## src/rtl/stream_mux_pkg.sv

```systemverilog
// stream_mux_pkg: shared constants for the stream multiplexer.
// The mode encodings and default geometry are used by stream_mux and rr_pick.
package stream_mux_pkg;

  localparam logic MODE_SELECT = 1'b0;
  localparam logic MODE_RR     = 1'b1;

  localparam int DEFAULT_WIDTH    = 16;
  localparam int DEFAULT_CHANNELS = 4;

endpackage

```

## src/rtl/stream_mux_rr_pick.sv

```systemverilog
// rr_pick: combinational round-robin picker, first requester at or above ptr (wrapping).
// Only compiled when STREAM_MUX_RR_EN is defined; the select-only build has no ptr state.
`ifdef STREAM_MUX_RR_EN
module rr_pick
  import stream_mux_pkg::*;
#(
  parameter int  CHANNELS = DEFAULT_CHANNELS,
  localparam int SEL_W    = $clog2(CHANNELS)
) (
  input  logic [CHANNELS-1:0] req,
  input  logic [SEL_W-1:0]    ptr,
  output logic [SEL_W-1:0]    grant,
  output logic                grant_valid
);

  int idx;

  // Walk offsets from farthest to nearest so the nearest requester wins last.
  always_comb begin
    grant       = '0;
    grant_valid = 1'b0;
    idx         = 0;
    for (int k = CHANNELS - 1; k >= 0; k--) begin
      idx = (int'(ptr) + k) % CHANNELS;
      if (req[idx]) begin
        grant       = SEL_W'(idx);
        grant_valid = 1'b1;
      end
    end
  end

endmodule
`endif

```

## src/rtl/stream_mux.sv

```systemverilog
// stream_mux: registered N-way stream multiplexer with valid/ready on every port.
// Round-robin arbitration (mode = 1) is compiled in only when STREAM_MUX_RR_EN is defined.
module stream_mux
  import stream_mux_pkg::*;
#(
  parameter int  WIDTH    = DEFAULT_WIDTH,
  parameter int  CHANNELS = DEFAULT_CHANNELS,
  localparam int SEL_W    = $clog2(CHANNELS)
) (
  input  logic                      clk,
  input  logic                      reset,
  input  logic [CHANNELS*WIDTH-1:0] in_data,
  input  logic [CHANNELS-1:0]       in_valid,
  output logic [CHANNELS-1:0]       in_ready,
  input  logic [SEL_W-1:0]          sel,
  input  logic                      mode,
  output logic [WIDTH-1:0]          out_data,
  output logic                      out_valid,
  input  logic                      out_ready,
  output logic [SEL_W-1:0]          out_chan
);

  logic             load;
  logic             take;
  logic             grant_valid;
  logic [SEL_W-1:0] grant;
  logic [WIDTH-1:0] grant_word;

  assign load = !out_valid || out_ready;

`ifdef STREAM_MUX_RR_EN
  logic [SEL_W-1:0] ptr;
  logic [SEL_W-1:0] rr_grant;
  logic             rr_valid;

  rr_pick #(.CHANNELS(CHANNELS)) u_rr_pick (
    .req         (in_valid),
    .ptr         (ptr),
    .grant       (rr_grant),
    .grant_valid (rr_valid)
  );

  always_comb begin
    if (mode == MODE_RR) begin
      grant       = rr_grant;
      grant_valid = rr_valid;
    end else begin
      grant       = sel;
      grant_valid = (int'(sel) < CHANNELS);
    end
  end
`else
  logic unused_mode;
  assign unused_mode = mode;

  always_comb begin
    grant       = sel;
    grant_valid = (int'(sel) < CHANNELS);
  end
`endif

  // Select mode offers ready without looking at in_valid; only RR couples them.
  always_comb begin
    in_ready = '0;
    if (!reset && load && grant_valid) in_ready[grant] = 1'b1;
  end

  always_comb begin
    grant_word = '0;
    for (int i = 0; i < CHANNELS; i++) begin
      if (i == int'(grant)) grant_word = in_data[i*WIDTH +: WIDTH];
    end
  end

  assign take = |(in_valid & in_ready);

  always_ff @(posedge clk) begin
    if (reset) begin
      out_valid <= 1'b0;
      out_data  <= '0;
      out_chan  <= '0;
    end else if (take) begin
      out_valid <= 1'b1;
      out_data  <= grant_word;
      out_chan  <= grant;
    end else if (out_ready) begin
      out_valid <= 1'b0;
    end
  end

`ifdef STREAM_MUX_RR_EN
  always_ff @(posedge clk) begin
    if (reset) begin
      ptr <= '0;
    end else if (take && mode == MODE_RR) begin
      ptr <= (int'(grant) == CHANNELS - 1) ? '0 : grant + SEL_W'(1);
    end
  end
`endif

endmodule
```

## config.mk

```make
export PLATFORM = sky130hd
export DESIGN_NAME = stream_mux
export DESIGN_NICKNAME = d
export VERILOG_FILES = /design/src/rtl/stream_mux_pkg.sv /design/src/rtl/stream_mux_rr_pick.sv /design/src/rtl/stream_mux.sv
export SDC_FILE = /design/constraint.sdc
export NUM_CORES = 1
export LEC_CHECK = 0
export CAP_MARGIN = 5
export CORE_AREA = 2 2 64 66
export CTS_CLUSTER_DIAMETER = 80
export CTS_CLUSTER_SIZE = 30
export DETAILED_ROUTE_END_ITERATION = 7
export DIE_AREA = 0 0 66 68
export GPL_ROUTABILITY_DRIVEN = 0
export GPL_TIMING_DRIVEN = 0
export PLACE_DENSITY = 0.78
export SLEW_MARGIN = 25
export SYNTH_ARGS = -nofsm -noshare
export SYNTH_HDL_FRONTEND = slang
export SYNTH_SLANG_ARGS = --single-unit
```

## constraint.sdc

```tcl
create_clock -name clk -period 2.2 [get_ports clk]
set_clock_uncertainty 0.2 [all_clocks]
set_input_delay 0.33 -clock clk [delete_from_list [all_inputs] [get_ports clk]]
set_output_delay 0.33 -clock clk [all_outputs]
set_load 0.02 [all_outputs]
```

==> impl_metrics.py <==
metrics = {
    "run_status": {
        "status": "finished, final reports clean",
    },
    "final_layout": {
        "post-route-util_pct": 59.21,
        "num_antenna_cells": 0,
        "final_cell_area_um2": 2283,
        "num-fill-cells": 343,
        "mostFrequentLayoutCell": "clkdlybuf4s50_1",
        "layout_common_cells": "clkdlybuf4s50_1, dfxtp_1, a21oi_1",
        "final_nets": 291,
        "area_delta_synth_final_pct": 86.61,
        "drive_gt1_share_pct": 18.06,
    },
    "timing": {
        "max_freq_mhz": 478.1,
        "worst_slack_ps": 108.2,
        "worst_slew_pin_slew_ps": 534.4,
        "setup_viol": 0,
        "slew_headroom_pct": 64.18,
        "rsz0062_at_grt": "no",
        "slew_violations": 0,
        "hold_viol": 0,
        "finalCritPeriodShare_pct": 95.08,
        "min_period_ps": 2092,
    },
    "synth": {
        "synth.avg_cell_area_um2": 10.37,
        "yosys_warnings": 0,
        "synth_edf_count": 0,
        "ys_types": 26,
        "netlist_instances": 118,
        "syn_area_um2": 1224,
        "ys_ff_latch": 19,
        "synth-async-reset-ratio_pct": 0,
        "syn_nets": 192,
        "synth_ff_type": "dfxtp_1",
        "seq_area_frac_synth_pct": 31.08,
    },
    "floorplan": {
        "core_um2": 3856,
        "io_pins": 97,
        "initial_core_util_pct": 31.73,
        "die_h_um": 68,
        "die_width_um": 66,
        "rows": 23,
        "die-area_um2": 4488,
    },
    "placed_design": {
        "pre_cts_slack_ps": -742.1,
        "io_buffers": 94,
        "post-dp-hpwl_um": 3183,
        "postPlaceCellArea_um2": 2227,
    },
    "route": {
        "drc": 0,
        "detail_route.vias_per_cell": 4.989,
        "wire_per_inst_um": 14.42,
        "ant_nets": 0,
        "vias": 1327,
        "first_iter_violations": 46,
        "routed_wl_um": 3836,
        "first_pass_iters": 4,
    },
    "hold_path": {
        "holdPathEnd": "out_data[8]",
        "hp-start": "out_data[8]",
        "hp-class": "register to register",
        "holdPathStages": 2,
    },
    "critical_path": {
        "reg2reg_from": "out_valid",
        "cp.required_ps": 1670,
        "setup.worst_path.end_class": "output pin",
        "worstSetupPathType": "input port to output pin",
        "r2r_cells": 5,
        "crit_fanout": 5,
        "r2r_setup_slack_ps": 450,
        "critPathLaunchType": "input port",
        "critical_path_arrival_ps": 1560,
        "r2r-end": "out_data[3]",
    },
    "global_route": {
        "first_global_vias": 1369,
        "grt_max_degree": 12,
        "grt_pass1_wl_um": 6078,
        "grt_use_total_pct": 17.92,
        "overflow": 0,
        "antenna_found_initial": 0,
    },
    "job": {
        "cap_violations": 0,
    },
    "clock_tree": {
        "cts_tree": "yes",
        "h-tree-depth": 1,
        "cts_made_buffers": 3,
        "clkSinkCount": 19,
        "ctsResizeCount": 11,
        "cts_setup_buffers": 0,
        "clk_latency_ps": 250,
        "cts.clk_slew.worst_paths_ps": 70,
        "cts_root_buffer": "clkbuf_8",
        "hold_buffers": 0,
        "clockBufferDepth": 2,
    },
    "power": {
        "leakagePower_nw": 0.8354,
        "power_density_nw_per_um2": 455.4,
        "ir_drop_mv": 0.2466,
        "power.total_mw": 1.040,
    },
}
[cells by family (layout without fill, tap and decap cells)]
| group | count (synthesis) | count (layout) | synth area share [%] |
|---|---|---|---|
| AOI/OAI and AO/OA | 36 | 36 | 15.03 |
| muxes | 18 | 18 | 31.49 |
| DFF | 19 | 19 | 31.08 |
| buffers and inverters | 14 | 112 | 7.974 |
| and+or+nand+nor | 31 | 31 | 14.42 |
[synthesized netlist by cell type (all sizes together), types with 2 or more instances]
library cell | n | area (µm²)
mux4 | 16 | 360.4
a21oi | 18 | 90.09
buf | 11 | 86.32
clkbuf | 2 | 7.510
nor4 | 2 | 12.51
nor2 | 2 | 7.510
dfxtp | 19 | 380.4
nand3 | 18 | 95.09
nor3 | 2 | 15.01
and3 | 3 | 23.77
o21ai | 18 | 93.84
[layer usage]
layer  up-vias  GRT usage, %  wire length [µm]
met5         -             0                 0
met4         0         8.673                88
met3         6         3.618               231
met2        52         30.56              2038
met1       615         21.77              1477
li1        654             -                 -
[final cells by class]
class / count / area (µm²) / area share (%)
plain buffers: 13 / 101.3 / 4.438
inverters: 1 / 3.754 / 0.1644
well taps: 50 / 62.56 / 2.740
repair buffers: 94 / 934.6 / 40.93
flip-flops and latches: 19 / 380.4 / 16.66
multi-input cells: 85 / 754.5 / 33.04
clock buffers: 3 / 41.29 / 1.808
clock inverters: 1 / 5.005 / 0.2192
[report_power, final]
part / total [mW] / leakage [nW] / internal (mW) / switching, mW
registers: 0.388 / 0.156 / 0.373 / 0.0147
clock network: 0.241 / 0.0255 / 0.126 / 0.115
logic: 0.411 / 0.654 / 0.254 / 0.157
[state kept, by name (all words and copies together) (netlist names)]
register / cells
out_data: 16
out_chan: 2
out_valid: 1
[worst max-delay path by stage]
stage                     slack, ps       from  cells past startpoint     endpoint
after floorplan                 190     sel[1]                      3  in_ready[2]
after global placement         -780     sel[1]                      5  in_ready[2]
after detailed placement       -740     sel[1]                      5  in_ready[2]
after CTS                         7     sel[1]                      5  in_ready[2]
after global routing             30  out_ready                      5  in_ready[1]
final                           110  out_ready                      5  in_ready[1]
[per-stage QoR]
step                      hold WS (ps)  TNS, ps  instances
after floorplan                  342.7        0        118
after global placement           250.0    -2171        262
after detailed placement         257.7    -2113        262
after CTS                        267.5        0        266
after global routing             294.5        0        266
final                            262.6        0        266
[worst max-delay path, stage by stage]
cell and delay (ps):
clkdlybuf4s50_1 430, nor2b_2 240, nor2_1 80, and3_1 170, dlygate4sd2_1 310
Note: power is estimated with default switching activity, not from simulation.
